File: src/rtl/ac97_cmd_seq.sv
// AC'97 command sequencer: plays the codec init table over slots 1/2, then
// carries one user register read or write at a time, with read matching/timeout.
module ac97_cmd_seq #(
   parameter int READ_TIMEOUT = 4
) (
   input  logic        ac97_bitclk,
   input  logic        ac97_rst,
   input  logic        ac97_strobe,
   input  logic        ac97_codec_ready,
   input  logic [19:0] ac97_in_slot1,
   input  logic [19:0] ac97_in_slot2,
   input  logic        cmd_valid,
   output logic        cmd_ready,
   input  logic        cmd_write,
   input  logic [6:0]  cmd_addr,
   input  logic [15:0] cmd_data,
   output logic        rsp_valid,
   output logic [15:0] rsp_data,
   output logic        rsp_err,
   output logic        init_done,
   output logic [19:0] ac97_out_slot1,
   output logic        ac97_out_slot1_valid,
   output logic [19:0] ac97_out_slot2,
   output logic        ac97_out_slot2_valid
);

   localparam int CW = (READ_TIMEOUT < 2) ? 1 : $clog2(READ_TIMEOUT + 1);

   typedef enum logic [2:0] {
      WAIT_READY = 3'd0,
      INIT       = 3'd1,
      IDLE       = 3'd2,
      CMD        = 3'd3,
      RD_WAIT    = 3'd4
   } state_e;

   // Packs {slot1, slot1_valid, slot2, slot2_valid} for one command frame.
   function automatic logic [41:0] frame_bits(input logic wr, input logic [6:0] addr,
                                              input logic [15:0] data);
      logic [19:0] s2;
      if (wr) begin
         s2 = {data, 4'h0};
      end else begin
         s2 = 20'h00000;
      end
      return {~wr, addr, 12'h000, 1'b1, s2, wr};
   endfunction

   function automatic logic [6:0] init_addr(input logic [2:0] idx);
      case (idx)
         3'd0:    init_addr = 7'h02;
         3'd1:    init_addr = 7'h04;
         3'd2:    init_addr = 7'h18;
         3'd3:    init_addr = 7'h1A;
         default: init_addr = 7'h00;
      endcase
   endfunction

   function automatic logic [15:0] init_data(input logic [2:0] idx);
      case (idx)
         3'd2:    init_data = 16'h0808;
         default: init_data = 16'h0000;
      endcase
   endfunction

   state_e         state_q, state_d;
   logic [2:0]     idx_q, idx_d;
   logic [CW-1:0]  cnt_q, cnt_d;
   logic           hold_write_q, hold_write_d;
   logic [6:0]     hold_addr_q, hold_addr_d;
   logic [15:0]    hold_data_q, hold_data_d;
   logic           sent_q, sent_d;
   logic [19:0]    slot1_q, slot1_d, slot2_q, slot2_d;
   logic           slot1_vld_q, slot1_vld_d, slot2_vld_q, slot2_vld_d;
   logic           rsp_valid_q, rsp_valid_d, rsp_err_q, rsp_err_d;
   logic [15:0]    rsp_data_q, rsp_data_d;
   logic           init_done_q, init_done_d;
   logic           cmd_ready_q;

   logic           handshake, addr_match, timeout_hit, ready_lost, read_pending;
   logic [CW-1:0]  cnt_inc;
   logic           unused_bits;

   assign handshake   = cmd_valid & cmd_ready_q;
   assign addr_match  = (ac97_in_slot1[18:12] == hold_addr_q);
   assign cnt_inc     = cnt_q + {{(CW-1){1'b0}}, 1'b1};
   assign timeout_hit = (cnt_inc == CW'(READ_TIMEOUT));
   assign ready_lost  = ac97_strobe & ~ac97_codec_ready & (state_q != WAIT_READY);
   assign unused_bits = ^{ac97_in_slot1[19], ac97_in_slot1[11:0], ac97_in_slot2[3:0]};

   // A read is pending once accepted and until its response pulse.
   always_comb begin
      case (state_q)
         IDLE:    read_pending = handshake & ~cmd_write;
         CMD:     read_pending = ~hold_write_q;
         RD_WAIT: read_pending = 1'b1;
         default: read_pending = 1'b0;
      endcase
   end

   // State register.
   always_ff @(posedge ac97_bitclk) begin
      if (ac97_rst) begin
         state_q <= WAIT_READY;
      end else begin
         state_q <= state_d;
      end
   end

   // Next-state logic.
   always_comb begin
      state_d = state_q;
      if (ready_lost) begin
         state_d = WAIT_READY;
      end else if (ac97_strobe) begin
         case (state_q)
            WAIT_READY: state_d = ac97_codec_ready ? INIT : WAIT_READY;
            INIT:       state_d = (idx_q == 3'd4) ? IDLE : INIT;
            IDLE:       state_d = handshake ? CMD : IDLE;
            CMD: begin
               if (!sent_q) begin
                  state_d = CMD;
               end else if (hold_write_q) begin
                  state_d = IDLE;
               end else begin
                  state_d = RD_WAIT;
               end
            end
            RD_WAIT:    state_d = (addr_match || timeout_hit) ? IDLE : RD_WAIT;
            default:    state_d = WAIT_READY;
         endcase
      end else if (handshake) begin
         state_d = CMD;
      end else begin
         state_d = state_q;
      end
   end

   // Output and datapath next values.
   always_comb begin
      idx_d        = idx_q;
      cnt_d        = cnt_q;
      hold_write_d = hold_write_q;
      hold_addr_d  = hold_addr_q;
      hold_data_d  = hold_data_q;
      sent_d       = sent_q;
      {slot1_d, slot1_vld_d, slot2_d, slot2_vld_d} = {slot1_q, slot1_vld_q, slot2_q, slot2_vld_q};
      init_done_d  = init_done_q;
      rsp_valid_d  = 1'b0;
      rsp_data_d   = 16'h0000;
      rsp_err_d    = 1'b0;
      if (ready_lost) begin
         {slot1_d, slot1_vld_d, slot2_d, slot2_vld_d} = 42'h0;
         init_done_d = 1'b0;
         sent_d      = 1'b0;
         if (read_pending) begin
            rsp_valid_d = 1'b1;
            rsp_err_d   = 1'b1;
            rsp_data_d  = 16'hFFFF;
         end else begin
            rsp_valid_d = 1'b0;
         end
      end else if (ac97_strobe) begin
         case (state_q)
            WAIT_READY: begin
               if (ac97_codec_ready) begin
                  idx_d = 3'd0;
               end else begin
                  idx_d = idx_q;
               end
            end
            INIT: begin
               if (idx_q == 3'd4) begin
                  {slot1_d, slot1_vld_d, slot2_d, slot2_vld_d} = 42'h0;
                  init_done_d = 1'b1;
               end else begin
                  {slot1_d, slot1_vld_d, slot2_d, slot2_vld_d} =
                     frame_bits(1'b1, init_addr(idx_q), init_data(idx_q));
                  idx_d = idx_q + 3'd1;
               end
            end
            IDLE: begin
               // Handshake on the strobe edge goes straight onto the link.
               if (handshake) begin
                  hold_write_d = cmd_write;
                  hold_addr_d  = cmd_addr;
                  hold_data_d  = cmd_data;
                  sent_d       = 1'b1;
                  {slot1_d, slot1_vld_d, slot2_d, slot2_vld_d} =
                     frame_bits(cmd_write, cmd_addr, cmd_data);
               end else begin
                  {slot1_d, slot1_vld_d, slot2_d, slot2_vld_d} = 42'h0;
               end
            end
            CMD: begin
               if (sent_q) begin
                  {slot1_d, slot1_vld_d, slot2_d, slot2_vld_d} = 42'h0;
                  sent_d = 1'b0;
                  cnt_d  = {CW{1'b0}};
               end else begin
                  {slot1_d, slot1_vld_d, slot2_d, slot2_vld_d} =
                     frame_bits(hold_write_q, hold_addr_q, hold_data_q);
                  sent_d = 1'b1;
               end
            end
            RD_WAIT: begin
               if (addr_match) begin
                  rsp_valid_d = 1'b1;
                  rsp_data_d  = ac97_in_slot2[19:4];
               end else if (timeout_hit) begin
                  rsp_valid_d = 1'b1;
                  rsp_err_d   = 1'b1;
                  rsp_data_d  = 16'hFFFF;
               end else begin
                  cnt_d = cnt_inc;
               end
            end
            default: begin
               {slot1_d, slot1_vld_d, slot2_d, slot2_vld_d} = 42'h0;
            end
         endcase
      end else if (handshake) begin
         hold_write_d = cmd_write;
         hold_addr_d  = cmd_addr;
         hold_data_d  = cmd_data;
         sent_d       = 1'b0;
      end else begin
         sent_d = sent_q;
      end
   end

   // Output and datapath registers.
   always_ff @(posedge ac97_bitclk) begin
      if (ac97_rst) begin
         idx_q        <= 3'd0;
         cnt_q        <= {CW{1'b0}};
         hold_write_q <= 1'b0;
         hold_addr_q  <= 7'h00;
         hold_data_q  <= 16'h0000;
         sent_q       <= 1'b0;
         slot1_q      <= 20'h00000;
         slot1_vld_q  <= 1'b0;
         slot2_q      <= 20'h00000;
         slot2_vld_q  <= 1'b0;
         rsp_valid_q  <= 1'b0;
         rsp_data_q   <= 16'h0000;
         rsp_err_q    <= 1'b0;
         init_done_q  <= 1'b0;
         cmd_ready_q  <= 1'b0;
      end else begin
         idx_q        <= idx_d;
         cnt_q        <= cnt_d;
         hold_write_q <= hold_write_d;
         hold_addr_q  <= hold_addr_d;
         hold_data_q  <= hold_data_d;
         sent_q       <= sent_d;
         slot1_q      <= slot1_d;
         slot1_vld_q  <= slot1_vld_d;
         slot2_q      <= slot2_d;
         slot2_vld_q  <= slot2_vld_d;
         rsp_valid_q  <= rsp_valid_d;
         rsp_data_q   <= rsp_data_d;
         rsp_err_q    <= rsp_err_d;
         init_done_q  <= init_done_d;
         cmd_ready_q  <= (state_d == IDLE);
      end
   end

   assign cmd_ready            = cmd_ready_q;
   assign rsp_valid            = rsp_valid_q;
   assign rsp_data             = rsp_data_q;
   assign rsp_err              = rsp_err_q;
   assign init_done            = init_done_q;
   assign ac97_out_slot1       = slot1_q;
   assign ac97_out_slot1_valid = slot1_vld_q;
   assign ac97_out_slot2       = slot2_q;
   assign ac97_out_slot2_valid = slot2_vld_q;

endmodule

File: config.mk
export PLATFORM = sky130hd
export DESIGN_NAME = ac97_cmd_seq
export DESIGN_NICKNAME = d
export VERILOG_FILES = /design/src/rtl/ac97_cmd_seq.sv
export SDC_FILE = /design/constraint.sdc
export NUM_CORES = 1
export LEC_CHECK = 0
export ABC_AREA = 1
export CAP_MARGIN = 20
export CORE_MARGIN = 10
export CORE_UTILIZATION = 49
export CTS_BUF_LIST = sky130_fd_sc_hd__clkbuf_16
export DETAILED_ROUTE_END_ITERATION = 7
export PLACE_DENSITY_LB_ADDON = 0.1
export SYNTH_ARGS = -nofsm -noshare
export SYNTH_HDL_FRONTEND = slang
export SYNTH_SLANG_ARGS = --single-unit
File: constraint.sdc
create_clock -name ac97_bitclk -period 3.3 [get_ports ac97_bitclk]
set_input_delay 0.825 -clock ac97_bitclk [delete_from_list [all_inputs] [get_ports ac97_bitclk]]
set_output_delay 0.825 -clock ac97_bitclk [all_outputs]
set_load 0.01 [all_outputs]
==> impl_results.md <==
- Result of the run: complete, no violations
- Met2 Resource Use GR: 28.6%
- Main combinational cell family by area after synthesis: simple AND/OR/NAND/NOR gates
- Fin Hold WS: 0.452 ns
- Pin count of the biggest net entering global routing: 21
- Inserted Diodes: 0
- Comb power frac: 11.3%
- Final WL: 10200 µm
- HPWL after DPL: 7600 µm
- Share of the synthesized area in the top cell type: 43.2%
- Syn. warnings: 0
- Slowest cell on crit path: clkdlybuf4s50_1
- Die W: 107 µm
- Reg2reg start: state_q[2]$_SDFF_PP0_
- Most used DFF post-synth: dfxtp_1
- Port-buffer cells: 97
- GR peak layer: met2
- Startpoint types: primary input
- Reg clk slew, reported paths: 0.06 ns
- Total core area: 0.00729 mm²
- VDD IR-drop max: 0.281 mV
- Postcts setup bufs: 0
- Final nets: 685
- Static leakage: 2.03 nW
- Top-count cell post-synth: nand2_1
- Fmax: 0.432 GHz
- Hold Vio Cnt, Final: 0
- Worst Reg-to-Reg Cells: 9
- Vias: 3542
- Synth cell count leaders: 120 x nand2_1, 80 x dfxtp_1, 53 x a21oi_1
- Arrival time worst endpoint: 2.58 ns
- PwrDens: 457 mW/mm²
- Gr ovfl total: 0
- Worst setup path startpoint: cmd_valid
- Post-DP Area: 0.00475 mm²
- Post-synthesis area per instance: 7.28 µm²
- Gr usage total: 18.2%
- Synth Instances: 509
- Share of cells above drive strength 1: 8.96%
- P_sw: 559 µW
- Row count: 31
- Setup TNS: 0 ns
- Drc violations: 0
- Routed wire per std cell: 14.3 µm
- Global-route wire length before repair: 17300 µm
- # IOs: 131
- Vias per cell: 4.97
- H-tree depth: 3
- Setup crit end kind: register
- CP peak stage delay: 0.47 ns
- Async set or reset register ratio after synthesis: 0%
- Mux cell area share after synthesis: 0%
- Post-synthesis adder-cell area fraction: 2.36%
- Reg2reg setup slack: 1.45 ns
- Sw Ratio: 24.1%
- Post-synth top area cell: dfxtp_1
- GRT met3 Usage: 5.99%
- Fillers: 626
- Netlist cell types: 37
- Hold-fix buffers, CTS: 0
- Post-synthesis simple-gate area fraction: 25.1%
- Clock skew: 0.00646 ns
- Routability cong.: 0.888
- Die area: 0.0114 mm²
- Max FO, Critical Path: 17
- Max Cap Violations: 0
- Required time worst endpoint: 3.56 ns
- EDFF count, synth: 0
- Crit-path most repeated cell: nand2_2
- Clock sink count: 80
- Hold WC Path Type: register to register
- Number of antenna violations at the first check in global routing: 0
- Synthesized area: 0.00370 mm²
- Crit path cell chain: clkdlybuf4s50_1 > nand2_1 > nor2_8 > nand2_2 > a31oi_4 > inv_2 > nand2_2 > nand2_4 > nor2_1
- Cts bufs inserted: 9
- CTS Root Cell: clkbuf_16
- RSZ-0062 raised after global routing: no
- Synth Area in Compound Gates: 17.7%
- Post-route cell area: 0.00507 mm²
- Vias in the first global route: 3608
- Clock share of power: 45.6%
- Final setup fails: 0
- CTS tree: done
- Worst skew pair latency: 0.33 ns
- Final min period: 2.32 ns
- DRT Pass-1 Iters: 4
- Synth-to-Final Area Change: 37.0%
- Seq cells post-synth: 80
- Dominant cells by area after synthesis: dfxtp_1 43%, nand2_1 12%, a21oi_1 7.2%, o21ai_0 6.6%, inv_1 5.2%
- XOR/XNOR Fraction of Synth Area: 0%
- Seq/Total Area, Yosys: 43.2%
- Max Root-Sink Buffers: 2
- Post_cts resized: 0
- Starting Density: 50.8%
- Die height: 107 µm
- Critical Path End: rsp_data[6]$_SDFF_PP0_
- Reg-to-Reg End: ac97_out_slot2[15]$_SDFFE_PP0P_
- Post-route ant nets: 0
- Final worst path period share: 70.2%
- Grt met1 use: 22.5%
- Final count of pins violating max slew: 0
- Internal: 1.76 mW
- Critical path class: primary input to register
- Reg power frac: 43.1%
- Initial DRC count: 173
## registers in the layout, indices dropped and copies added (netlist names)
register / count
ac97_out_slot2: 16
state_q: 3
ac97_out_slot1: 8
init_done: 1
rsp_err: 1
hold_write_q: 1
sent_q: 1
cnt_q: 3
hold_data_q: 16
hold_addr_q: 7
ac97_out_slot1_valid: 1
ac97_out_slot2_valid: 1
rsp_data: 16
cmd_ready: 1
rsp_valid: 1
idx_q: 3
## stage by stage
step / power, mW / setup slack, ns / std cells / utilization (%)
2_1_floorplan: 1.17 / 1.28 / 524 / -
4_1_cts: 2.34 / 1.00 / 713 / 69.6
6_report: 2.32 / 0.984 / 713 / 69.6
3_5_place_dp: 1.28 / 0.667 / 697 / 65.2
3_3_place_gp: 1.27 / 0.708 / 697 / 65.2
5_1_grt: 2.41 / 0.841 / 713 / 69.6
## worst min-delay path by stage
stage,end,startpoint,cells past startpoint
global route,hold_data_q[2]$_SDFFE_PP0P_,hold_data_q[2]$_SDFFE_PP0P_,2
CTS,hold_data_q[13]$_SDFFE_PP0P_,hold_data_q[13]$_SDFFE_PP0P_,2
finish,hold_data_q[1]$_SDFFE_PP0P_,hold_data_q[1]$_SDFFE_PP0P_,2
detailed placement,hold_data_q[13]$_SDFFE_PP0P_,hold_data_q[13]$_SDFFE_PP0P_,2
floorplan,hold_data_q[0]$_SDFFE_PP0P_,hold_data_q[0]$_SDFFE_PP0P_,2
global placement,hold_data_q[13]$_SDFFE_PP0P_,hold_data_q[13]$_SDFFE_PP0P_,2
## logic make-up after synthesis
kind of cell               count (synthesis)
DFF                                       80
buffers and inverters                     93
AOI/OAI and AO/OA                        118
other                                      1
and+or+nand+nor                          210
adders and majority gates                  7
## worst max-delay path: cells and delay by family
kind	cells	cell delay (ns)
buf+inv	2	0.54
simple gates	6	0.92
compound gates	1	0.28
## final cells by class
type | instances | area (µm²) | area share, %
clock buffer | 9 | 225 | 4.44
clock inverter | 7 | 95.1 | 1.87
inverter | 57 | 216 | 4.27
multi-input combinational | 351 | 1730 | 34.1
sequential | 80 | 1600 | 31.6
tap | 99 | 124 | 2.44
timing repair buffer | 110 | 1080 | 21.3
## routing by layer
layer,share of wire [%],wire length [µm]
met5,0,0
met4,1.9,191
met3,7.5,765
met2,45,4640
met1,45,4620
## power groups by stage
stage          Clock (mW)  Sequential, mW  Combinational, mW
6_report             1.06           0.999              0.263
4_1_cts              1.08           0.999              0.262
3_3_place_gp            0            1.02              0.255
5_1_grt              1.12            1.00              0.293
2_1_floorplan           0            1.02              0.153
3_5_place_dp            0            1.02              0.259
## cell usage in the layout (no fill, tap or decap), types with 2 or more instances in the layout
master	count
a211oi_1	3
a21oi_1	53
buf_4	12
bufinv_16	2
clkbuf_16	9
clkdlybuf4s50_1	97
clkinv_1	2
clkinv_4	2
conb_1	16
dfxtp_1	80
ha_1	7
inv_1	51
inv_2	4
nand2_1	120
nand2_2	4
nand3_1	13
nor2_1	38
nor2_2	11
nor2_8	2
nor3_1	17
o211ai_1	3
o21ai_0	49
o21bai_1	2
(Power assumes the default switching activity.)
